`src/rtl/multi_spi_cfg_seq_if.sv`:
```
// rtl/multi_spi_cfg_seq_if.sv - table, SPI and status signals of the multi-chip SPI config sequencer
interface multi_spi_cfg_seq_if #(
  parameter int N_CH  = 2,
  parameter int DW    = 24,
  parameter int IDX_W = 6
);
  localparam int CH_W = (N_CH > 1) ? $clog2(N_CH) : 1;

  logic                   i_start;
  logic                   i_lock;
  logic [CH_W+IDX_W-1:0]  o_tbl_addr;
  logic [DW:0]            i_tbl_data;
  logic                   o_spi_sclk;
  logic                   o_spi_mosi;
  logic [N_CH-1:0]        o_spi_cs_n;
  logic                   o_busy;
  logic                   o_done;
  logic                   o_err;
  logic [CH_W-1:0]        o_chan;

  modport master (
    input  i_start, i_lock, i_tbl_data,
    output o_tbl_addr, o_spi_sclk, o_spi_mosi, o_spi_cs_n, o_busy, o_done, o_err, o_chan
  );

  modport slave (
    output i_start, i_lock, i_tbl_data,
    input  o_tbl_addr, o_spi_sclk, o_spi_mosi, o_spi_cs_n, o_busy, o_done, o_err, o_chan
  );
endinterface

```
`src/rtl/multi_spi_cfg_seq.sv`:
```
// rtl/multi_spi_cfg_seq.sv - table-driven SPI configuration sequencer for N_CH chips with PLL lock wait
// Optional macro CFG_LOCK_RETRY_EN: retry the lock channel up to 3 times before flagging an error.
module multi_spi_cfg_seq #(
  parameter int N_CH    = 2,
  parameter int DW      = 24,
  parameter int IDX_W   = 6,
  parameter int CLK_DIV = 8,
  parameter int LOCK_CH = 0,
  parameter int LOCK_TO = 65535
) (
  input  logic                 clk,
  input  logic                 rst,
  multi_spi_cfg_seq_if.master  bus
);
  localparam int CH_W    = (N_CH > 1) ? $clog2(N_CH) : 1;
  localparam int HP_LAST = 2 * DW + 3;
  localparam int HW      = $clog2(HP_LAST + 1);
  localparam int CW      = $clog2(2 * CLK_DIV);

  localparam logic [CW-1:0]    HALF_END   = CW'(CLK_DIV - 1);
  localparam logic [CW-1:0]    GAP_END    = CW'(2 * CLK_DIV - 1);
  localparam logic [HW-1:0]    HP_ONE     = HW'(1);
  localparam logic [HW-1:0]    HP_TWO     = HW'(2);
  localparam logic [HW-1:0]    HP_BITS    = HW'(2 * DW);
  localparam logic [HW-1:0]    HP_CS_END  = HW'(2 * DW + 1);
  localparam logic [HW-1:0]    HP_END     = HW'(HP_LAST);
  localparam logic [IDX_W-1:0] IDX_MAX    = '1;
  localparam logic [19:0]      TO_END     = 20'(LOCK_TO - 1);
  localparam logic [CH_W-1:0]  LAST_CH    = CH_W'(N_CH - 1);
  localparam logic [CH_W-1:0]  LOCK_CH_V  = CH_W'(LOCK_CH);
  localparam bit               LOCK_VALID = (LOCK_CH >= 0) && (LOCK_CH < N_CH);

  typedef enum logic [2:0] {
    S_IDLE, S_FETCH, S_LOAD, S_SHIFT, S_GAP, S_LOCKWAIT, S_DONE, S_ERR
  } state_t;

  state_t            state_q, state_d;
  logic [CH_W-1:0]   ch_q, ch_d;
  logic [IDX_W-1:0]  idx_q, idx_d;
  logic [DW-1:0]     sreg_q, sreg_d;
  logic              last_q, last_d;
  logic [CW-1:0]     cnt_q, cnt_d;
  logic [HW-1:0]     hp_q, hp_d;
  logic [3:0]        lk_q, lk_d;
  logic [19:0]       to_q, to_d;
  logic              done_q, done_d;
  logic              err_q, err_d;
  logic              next_chan;
  logic              is_lock_ch;
  logic              lock_meta, lock_s;
`ifdef CFG_LOCK_RETRY_EN
  logic [1:0]        retry_q, retry_d;
`endif

  always_ff @(posedge clk or posedge rst) begin
    if (rst) begin
      lock_meta <= 1'b0;
      lock_s    <= 1'b0;
    end else begin
      lock_meta <= bus.i_lock;
      lock_s    <= lock_meta;
    end
  end

  always_ff @(posedge clk or posedge rst) begin
    if (rst) begin
      state_q <= S_IDLE;
      ch_q    <= '0;
      idx_q   <= '0;
      sreg_q  <= '0;
      last_q  <= 1'b0;
      cnt_q   <= '0;
      hp_q    <= '0;
      lk_q    <= '0;
      to_q    <= '0;
      done_q  <= 1'b0;
      err_q   <= 1'b0;
`ifdef CFG_LOCK_RETRY_EN
      retry_q <= '0;
`endif
    end else begin
      state_q <= state_d;
      ch_q    <= ch_d;
      idx_q   <= idx_d;
      sreg_q  <= sreg_d;
      last_q  <= last_d;
      cnt_q   <= cnt_d;
      hp_q    <= hp_d;
      lk_q    <= lk_d;
      to_q    <= to_d;
      done_q  <= done_d;
      err_q   <= err_d;
`ifdef CFG_LOCK_RETRY_EN
      retry_q <= retry_d;
`endif
    end
  end

  assign is_lock_ch = LOCK_VALID && (ch_q == LOCK_CH_V);

  always_comb begin
    state_d   = state_q;
    ch_d      = ch_q;
    idx_d     = idx_q;
    sreg_d    = sreg_q;
    last_d    = last_q;
    cnt_d     = cnt_q;
    hp_d      = hp_q;
    lk_d      = lk_q;
    to_d      = to_q;
    done_d    = done_q;
    err_d     = err_q;
    next_chan = 1'b0;
`ifdef CFG_LOCK_RETRY_EN
    retry_d   = retry_q;
`endif
    case (state_q)
      S_IDLE: begin
        if (bus.i_start) begin
          state_d = S_FETCH;
          ch_d    = '0;
          idx_d   = '0;
          done_d  = 1'b0;
          err_d   = 1'b0;
`ifdef CFG_LOCK_RETRY_EN
          retry_d = '0;
`endif
        end
      end
      S_FETCH: state_d = S_LOAD;
      S_LOAD: begin
        sreg_d  = bus.i_tbl_data[DW-1:0];
        last_d  = bus.i_tbl_data[DW];
        cnt_d   = '0;
        hp_d    = '0;
        state_d = S_SHIFT;
      end
      // Each half-period: 0 guard, 1 select setup, 2..2DW bit clocks, 2DW+1 deselect hold, rest guard.
      S_SHIFT: begin
        if (cnt_q == HALF_END) begin
          cnt_d = '0;
          if (hp_q == HP_END) state_d = S_GAP;
          else                hp_d    = hp_q + HP_ONE;
          if (!hp_q[0] && hp_q >= HP_TWO) sreg_d = {sreg_q[DW-2:0], 1'b0};
        end else begin
          cnt_d = cnt_q + CW'(1);
        end
      end
      S_GAP: begin
        if (cnt_q == GAP_END) begin
          cnt_d = '0;
          if (!last_q && idx_q != IDX_MAX) begin
            idx_d   = idx_q + IDX_W'(1);
            state_d = S_FETCH;
          end else if (is_lock_ch) begin
            lk_d    = '0;
            to_d    = '0;
            state_d = S_LOCKWAIT;
          end else begin
            next_chan = 1'b1;
          end
        end else begin
          cnt_d = cnt_q + CW'(1);
        end
      end
      S_LOCKWAIT: begin
        lk_d = lock_s ? lk_q + 4'd1 : 4'd0;
        to_d = to_q + 20'd1;
        if (lock_s && lk_q == 4'd15) begin
          next_chan = 1'b1;
        end else if (to_q == TO_END) begin
`ifdef CFG_LOCK_RETRY_EN
          if (retry_q != 2'd3) begin
            retry_d = retry_q + 2'd1;
            idx_d   = '0;
            state_d = S_FETCH;
          end else begin
            err_d   = 1'b1;
            state_d = S_ERR;
          end
`else
          err_d   = 1'b1;
          state_d = S_ERR;
`endif
        end
      end
      S_DONE:  state_d = S_IDLE;
      S_ERR:   state_d = S_IDLE;
      default: state_d = S_IDLE;
    endcase
    if (next_chan) begin
      if (ch_q == LAST_CH) begin
        done_d  = 1'b1;
        state_d = S_DONE;
      end else begin
        ch_d    = ch_q + CH_W'(1);
        idx_d   = '0;
        state_d = S_FETCH;
      end
    end
  end

  logic cs_act;
  assign cs_act         = (state_q == S_SHIFT) && (hp_q >= HP_ONE) && (hp_q <= HP_CS_END);
  assign bus.o_spi_cs_n = cs_act ? ~(N_CH'(1) << ch_q) : '1;
  assign bus.o_spi_sclk = (state_q == S_SHIFT) && (hp_q >= HP_TWO) && (hp_q <= HP_BITS) && !hp_q[0];
  assign bus.o_spi_mosi = (state_q == S_SHIFT) && (hp_q >= HP_ONE) && (hp_q <= HP_BITS) && sreg_q[DW-1];
  assign bus.o_tbl_addr = {ch_q, idx_q};
  assign bus.o_busy     = (state_q != S_IDLE) && (state_q != S_DONE) && (state_q != S_ERR);
  assign bus.o_done     = done_q;
  assign bus.o_err      = err_q;
  assign bus.o_chan     = ch_q;
endmodule

```
`src/flat_wrapper.sv`:
```
// flat-port wrapper written by rule: the top's interface ports become plain ports
module multi_spi_cfg_seq_flat 
#(
  parameter int N_CH    = 2,
  parameter int DW      = 24,
  parameter int IDX_W   = 6,
  parameter int CLK_DIV = 8,
  parameter int LOCK_CH = 0,
  parameter int LOCK_TO = 65535
)
  (clk, rst, bus_i_start, bus_i_lock, bus_i_tbl_data, bus_o_tbl_addr, bus_o_spi_sclk, bus_o_spi_mosi, bus_o_spi_cs_n, bus_o_busy, bus_o_done, bus_o_err, bus_o_chan);
  multi_spi_cfg_seq_if #(.N_CH(N_CH), .DW(DW), .IDX_W(IDX_W)) bus_i ();
  input  logic clk;
  input  logic rst;
  input wire logic [$bits(bus_i.i_start)-1:0] bus_i_start;
  input wire logic [$bits(bus_i.i_lock)-1:0] bus_i_lock;
  input wire logic [$bits(bus_i.i_tbl_data)-1:0] bus_i_tbl_data;
  output wire logic [$bits(bus_i.o_tbl_addr)-1:0] bus_o_tbl_addr;
  output wire logic [$bits(bus_i.o_spi_sclk)-1:0] bus_o_spi_sclk;
  output wire logic [$bits(bus_i.o_spi_mosi)-1:0] bus_o_spi_mosi;
  output wire logic [$bits(bus_i.o_spi_cs_n)-1:0] bus_o_spi_cs_n;
  output wire logic [$bits(bus_i.o_busy)-1:0] bus_o_busy;
  output wire logic [$bits(bus_i.o_done)-1:0] bus_o_done;
  output wire logic [$bits(bus_i.o_err)-1:0] bus_o_err;
  output wire logic [$bits(bus_i.o_chan)-1:0] bus_o_chan;
  assign bus_i.i_start = bus_i_start;
  assign bus_i.i_lock = bus_i_lock;
  assign bus_i.i_tbl_data = bus_i_tbl_data;
  assign bus_o_tbl_addr = bus_i.o_tbl_addr;
  assign bus_o_spi_sclk = bus_i.o_spi_sclk;
  assign bus_o_spi_mosi = bus_i.o_spi_mosi;
  assign bus_o_spi_cs_n = bus_i.o_spi_cs_n;
  assign bus_o_busy = bus_i.o_busy;
  assign bus_o_done = bus_i.o_done;
  assign bus_o_err = bus_i.o_err;
  assign bus_o_chan = bus_i.o_chan;
  multi_spi_cfg_seq #(.N_CH(N_CH), .DW(DW), .IDX_W(IDX_W), .CLK_DIV(CLK_DIV), .LOCK_CH(LOCK_CH), .LOCK_TO(LOCK_TO)) u_core (.clk(clk), .rst(rst), .bus(bus_i));
endmodule
```
`config.mk`:
```
export PLATFORM = sky130hd
export DESIGN_NAME = multi_spi_cfg_seq_flat
export DESIGN_NICKNAME = d
export VERILOG_FILES = /design/src/rtl/multi_spi_cfg_seq_if.sv /design/src/rtl/multi_spi_cfg_seq.sv /design/src/flat_wrapper.sv
export SDC_FILE = /design/constraint.sdc
export NUM_CORES = 1
export LEC_CHECK = 0
export CORE_MARGIN = 2
export CORE_UTILIZATION = 51
export DETAILED_ROUTE_END_ITERATION = 12
export PLACE_DENSITY = 0.76
export SYNTH_ARGS = -nofsm -noshare
export SYNTH_HDL_FRONTEND = slang
export SYNTH_SLANG_ARGS = --single-unit
```
`constraint.sdc`:
```
create_clock -name clk -period 2 [get_ports clk]
set_input_delay 0.3 -clock clk [delete_from_list [all_inputs] [get_ports clk]]
set_output_delay 0.3 -clock clk [all_outputs]
set_load 0.01 [all_outputs]
```
==> results.sh <==
export IMPL_synthAdderAreaFrac_pct=2.80
export IMPL_grt_first_pass_wirelength_mm=15.5
export IMPL_die_w_um=92.8
export IMPL_vias=3439
export IMPL_rows=32
export IMPL_clk_pin_slew_ns=0.08
export IMPL_antenna_left=0
export IMPL_clock_skew_ns=0.00686
export IMPL_place_hpwl_mm=6.48
export IMPL_drt_vias_per_instance=5.73
export IMPL_die_y_um=92.8
export IMPL_synth_net_count=465
export IMPL_portBuffers=43
export IMPL_p_clk_share_pct=44.9
export IMPL_synth_xor_area_share_pct=1.31
export IMPL_critPathSlowestCell="or4_4"
export IMPL_cpLargestDelayFamily="simple AND/OR/NAND/NOR gates"
export IMPL_slew_violations=0
export IMPL_intPower_mw=2.24
export IMPL_setup_viol=0
export IMPL_p_comb_share_pct=3.4
export IMPL_synth_edff_count=0
export IMPL_place_area_um2=4770
export IMPL_synth_top_area_share_pct=45.5
export IMPL_p_leak_nw=2.38
export IMPL_yosys_top_cells_count="dfrtp_1, nand2_1, o21ai_0, mux2i_1, nor2_1"
export IMPL_dieArea_um2=8600
export IMPL_final_hold_violation_count=0
export IMPL_crit_required_ns=2.23
export IMPL_p_seq_share_pct=51.7
export IMPL_synth_area_leaders="dfrtp_1, mux2i_1, o21ai_0"
export IMPL_path_class="flip-flop to flip-flop"
export IMPL_area_delta_synth_final_pct=26.8
export IMPL_clock_latency_ns=0.35
export IMPL_powerDensity_nw_per_um2=561
export IMPL_totalWireLength_mm=9.17
export IMPL_r2r_cells=5
export IMPL_core_area_um2=7690
export IMPL_syn_avg_cell_area_um2=9.41
export IMPL_drc=0
export IMPL_rrSetupSlack_ns=0.02
export IMPL_firstDrtPassIters=4
export IMPL_ys_seq_elements=73
export IMPL_worst_path_max_fanout=5
export IMPL_io_pins=44
export IMPL_place_ws_ns=0.0449
export IMPL_synth_compound_area_share_pct=16.6
export IMPL_timing_critical_path_buf_inv=0
export IMPL_grt_max_degree=48
export IMPL_cts_tree="done"
export IMPL_first_global_vias=3330
export IMPL_nets=531
export IMPL_cts_buffers=9
export IMPL_start_util_pct=52.3
export IMPL_track_usage_pct=22.6
export IMPL_maxCapViolCount=0
export IMPL_root_buffer="clkbuf_8"
export IMPL_htreeDepth=3
export IMPL_crit_path_end_kind="flip-flop"
export IMPL_arrival_ns=2.22
export IMPL_status="finished clean"
export IMPL_synth_top_area_cell="dfrtp_1"
export IMPL_finalNonFillerCells=600
export IMPL_seq_area_frac_synth_pct=45.5
export IMPL_final_min_clock_period_ns=1.98
export IMPL_cpPeakStageDelay_ns=0.51
export IMPL_synth_most_common_cell="dfrtp_1"
export IMPL_dp_cells=581
export IMPL_antenna_found_initial=0
export IMPL_async_flop_share_pct=100
export IMPL_layout_setup_ws_ns=0.0168
export IMPL_r2r_start="u_core.to_q[4]$_DFFE_PP0P_"
export IMPL_min_path_type="primary input to asynchronous set/reset pin"
export IMPL_wl_per_cell_um=15.3
export IMPL_slew_headroom_pct=65.5
export IMPL_rr_endpoint="u_core.state_q[2]$_DFFE_PP0P_"
export IMPL_synthesis_area_um2=4020
export IMPL_first_iter_violations=164
export IMPL_yosysWarnings=0
export IMPL_grt_overflow_total=0
export IMPL_peakVddDrop_v=0.000439
export IMPL_diodes=0
export IMPL_synth_simple_area_share_pct=22.9
export IMPL_whs_ns=0.326
export IMPL_tns_ns=0
export IMPL_swShare_pct=21.8
export IMPL_synth_top_family_by_area="simple AND/OR/NAND/NOR gates"
export IMPL_synth_flop_cell="dfrtp_1"
export IMPL_drive_gt1_share_pct=17.5
export IMPL_worst_pin_slew_ns=0.517
export IMPL_critPathLaunchType="flip-flop"
export IMPL_muxShareOfSynthArea_pct=7.54
export IMPL_final_area_um2=5090
export IMPL_ys_types=54
export IMPL_cts_num_sinks=73
export IMPL_p_sw_mw=0.622
export IMPL_fmax_ghz=0.504
export IMPL_finalCritPeriodShare_pct=99.2
export IMPL_path_cells="nand2_2 > or4_4 > o31ai_4 > nand3_2 > a221o_1"
export IMPL_place_congestion=0.893
export IMPL_clockBufferDepth=2
export IMPL_synth_cells=427
-- power groups by stage --
stage          Combinational (mW)  Sequential (mW)  Clock (mW)
5_1_grt                     0.109             1.48        1.36
6_report                   0.0985             1.48        1.28
4_1_cts                     0.102             1.48        1.31
2_1_floorplan              0.0241             1.51           0
3_3_place_gp                0.101             1.51           0
3_5_place_dp                0.102             1.51           0
-- worst max path at each step --
stage	start	endpoint	slack [ns]	depth (start not counted)
after global routing	u_core.to_q[1]$_DFFE_PP0P_	u_core.to_q[12]$_DFFE_PP0P_	-0.03	6
after CTS	u_core.hp_q[1]$_DFFE_PP0P_	bus_o_spi_cs_n[0]	0.004	6
after floorplan	u_core.idx_q[0]$_DFF_PP0_	u_core.to_q[10]$_DFFE_PP0P_	0.23	6
after detailed placement	u_core.hp_q[3]$_DFFE_PP0P_	bus_o_spi_cs_n[0]	0.04	4
final	u_core.to_q[4]$_DFFE_PP0P_	u_core.state_q[2]$_DFFE_PP0P_	0.02	5
after global placement	u_core.state_q[2]$_DFFE_PP0P_	bus_o_spi_sclk	0.06	4
-- final cells by class --
class | instances | area [um2]
Clock buffer | 9 | 124
Clock inverter | 7 | 95.1
Fill cell | 610 | 2590
Inverter | 10 | 41.3
Multi-Input combinational cell | 322 | 2150
Sequential cell | 73 | 1830
Tap cell | 102 | 128
Timing Repair Buffer | 77 | 721
-- routing by layer --
layer / routed length [um] / GRT usage, % / share of wire [%]
met1: 4070 / 29.3 / 44
met2: 4700 / 37.8 / 51
met3: 346 / 6.43 / 3.8
met4: 61 / 5.02 / 0.67
met5: 0 / 0 / 0
-- cells in the final DEF (no fill, tap or decap), types with 4 or more instances in the layout --
cell / instances
inv_1: 8
buf_12: 4
nor3_1: 5
dfrtp_1: 70
clkbuf_8: 9
nand3b_1: 5
nor2_1: 26
nand2b_1: 7
o211ai_1: 4
or4_1: 7
nand4_1: 13
a21oi_1: 13
nor2b_1: 4
o31ai_1: 10
a22o_1: 6
o21ai_0: 43
nand3_1: 17
buf_4: 30
xor2_1: 6
clkdlybuf4s50_1: 38
nand2_1: 56
and3_1: 8
ha_1: 6
mux2i_1: 28
-- worst register-to-register path, cell delays in order (launching register included) --
cell and delay (ns):
dfrtp_1 0.46, nand2_2 0.13, or4_4 0.51, o31ai_4 0.34, nand3_2 0.12, a221o_1 0.31
-- flip-flops by register name, summed over array words and instances (netlist names), 3 cells and up --
name and cells:
u_core.state_q 3, u_core.idx_q 6, u_core.sreg_q 24, u_core.lk_q 4
u_core.to_q 20, u_core.cnt_q 4, u_core.hp_q 6
-- cell families (layout without fill, tap and decap cells) --
kind of cell	count (synthesis)	in the layout
XOR/XNOR	6	6
multiplexers	30	30
buffers and inverters	32	103
flip-flops	73	73
adder cells (fa/ha/maj)	9	9
AND/OR/NAND/NOR	175	175
AO/OA/AOI/OAI	102	102
-- repair_timing --
item,CTS,global route
buffers inserted,1,2
hold buffers,0,0
endpoints found under the setup margin,5,22
gates resized for setup,12,27
pin swaps,0,4
-- stage by stage --
| stage | power, mW | utilization [%] |
|---|---|---|
| floorplan | 1.53 | - |
| global placement | 1.61 | 62.0 |
| detailed placement | 1.61 | 62.0 |
| CTS | 2.89 | 65.1 |
| global route | 2.95 | 66.2 |
| finish | 2.86 | 66.2 |
No activity file was read; power rests on OpenSTA's default activity.
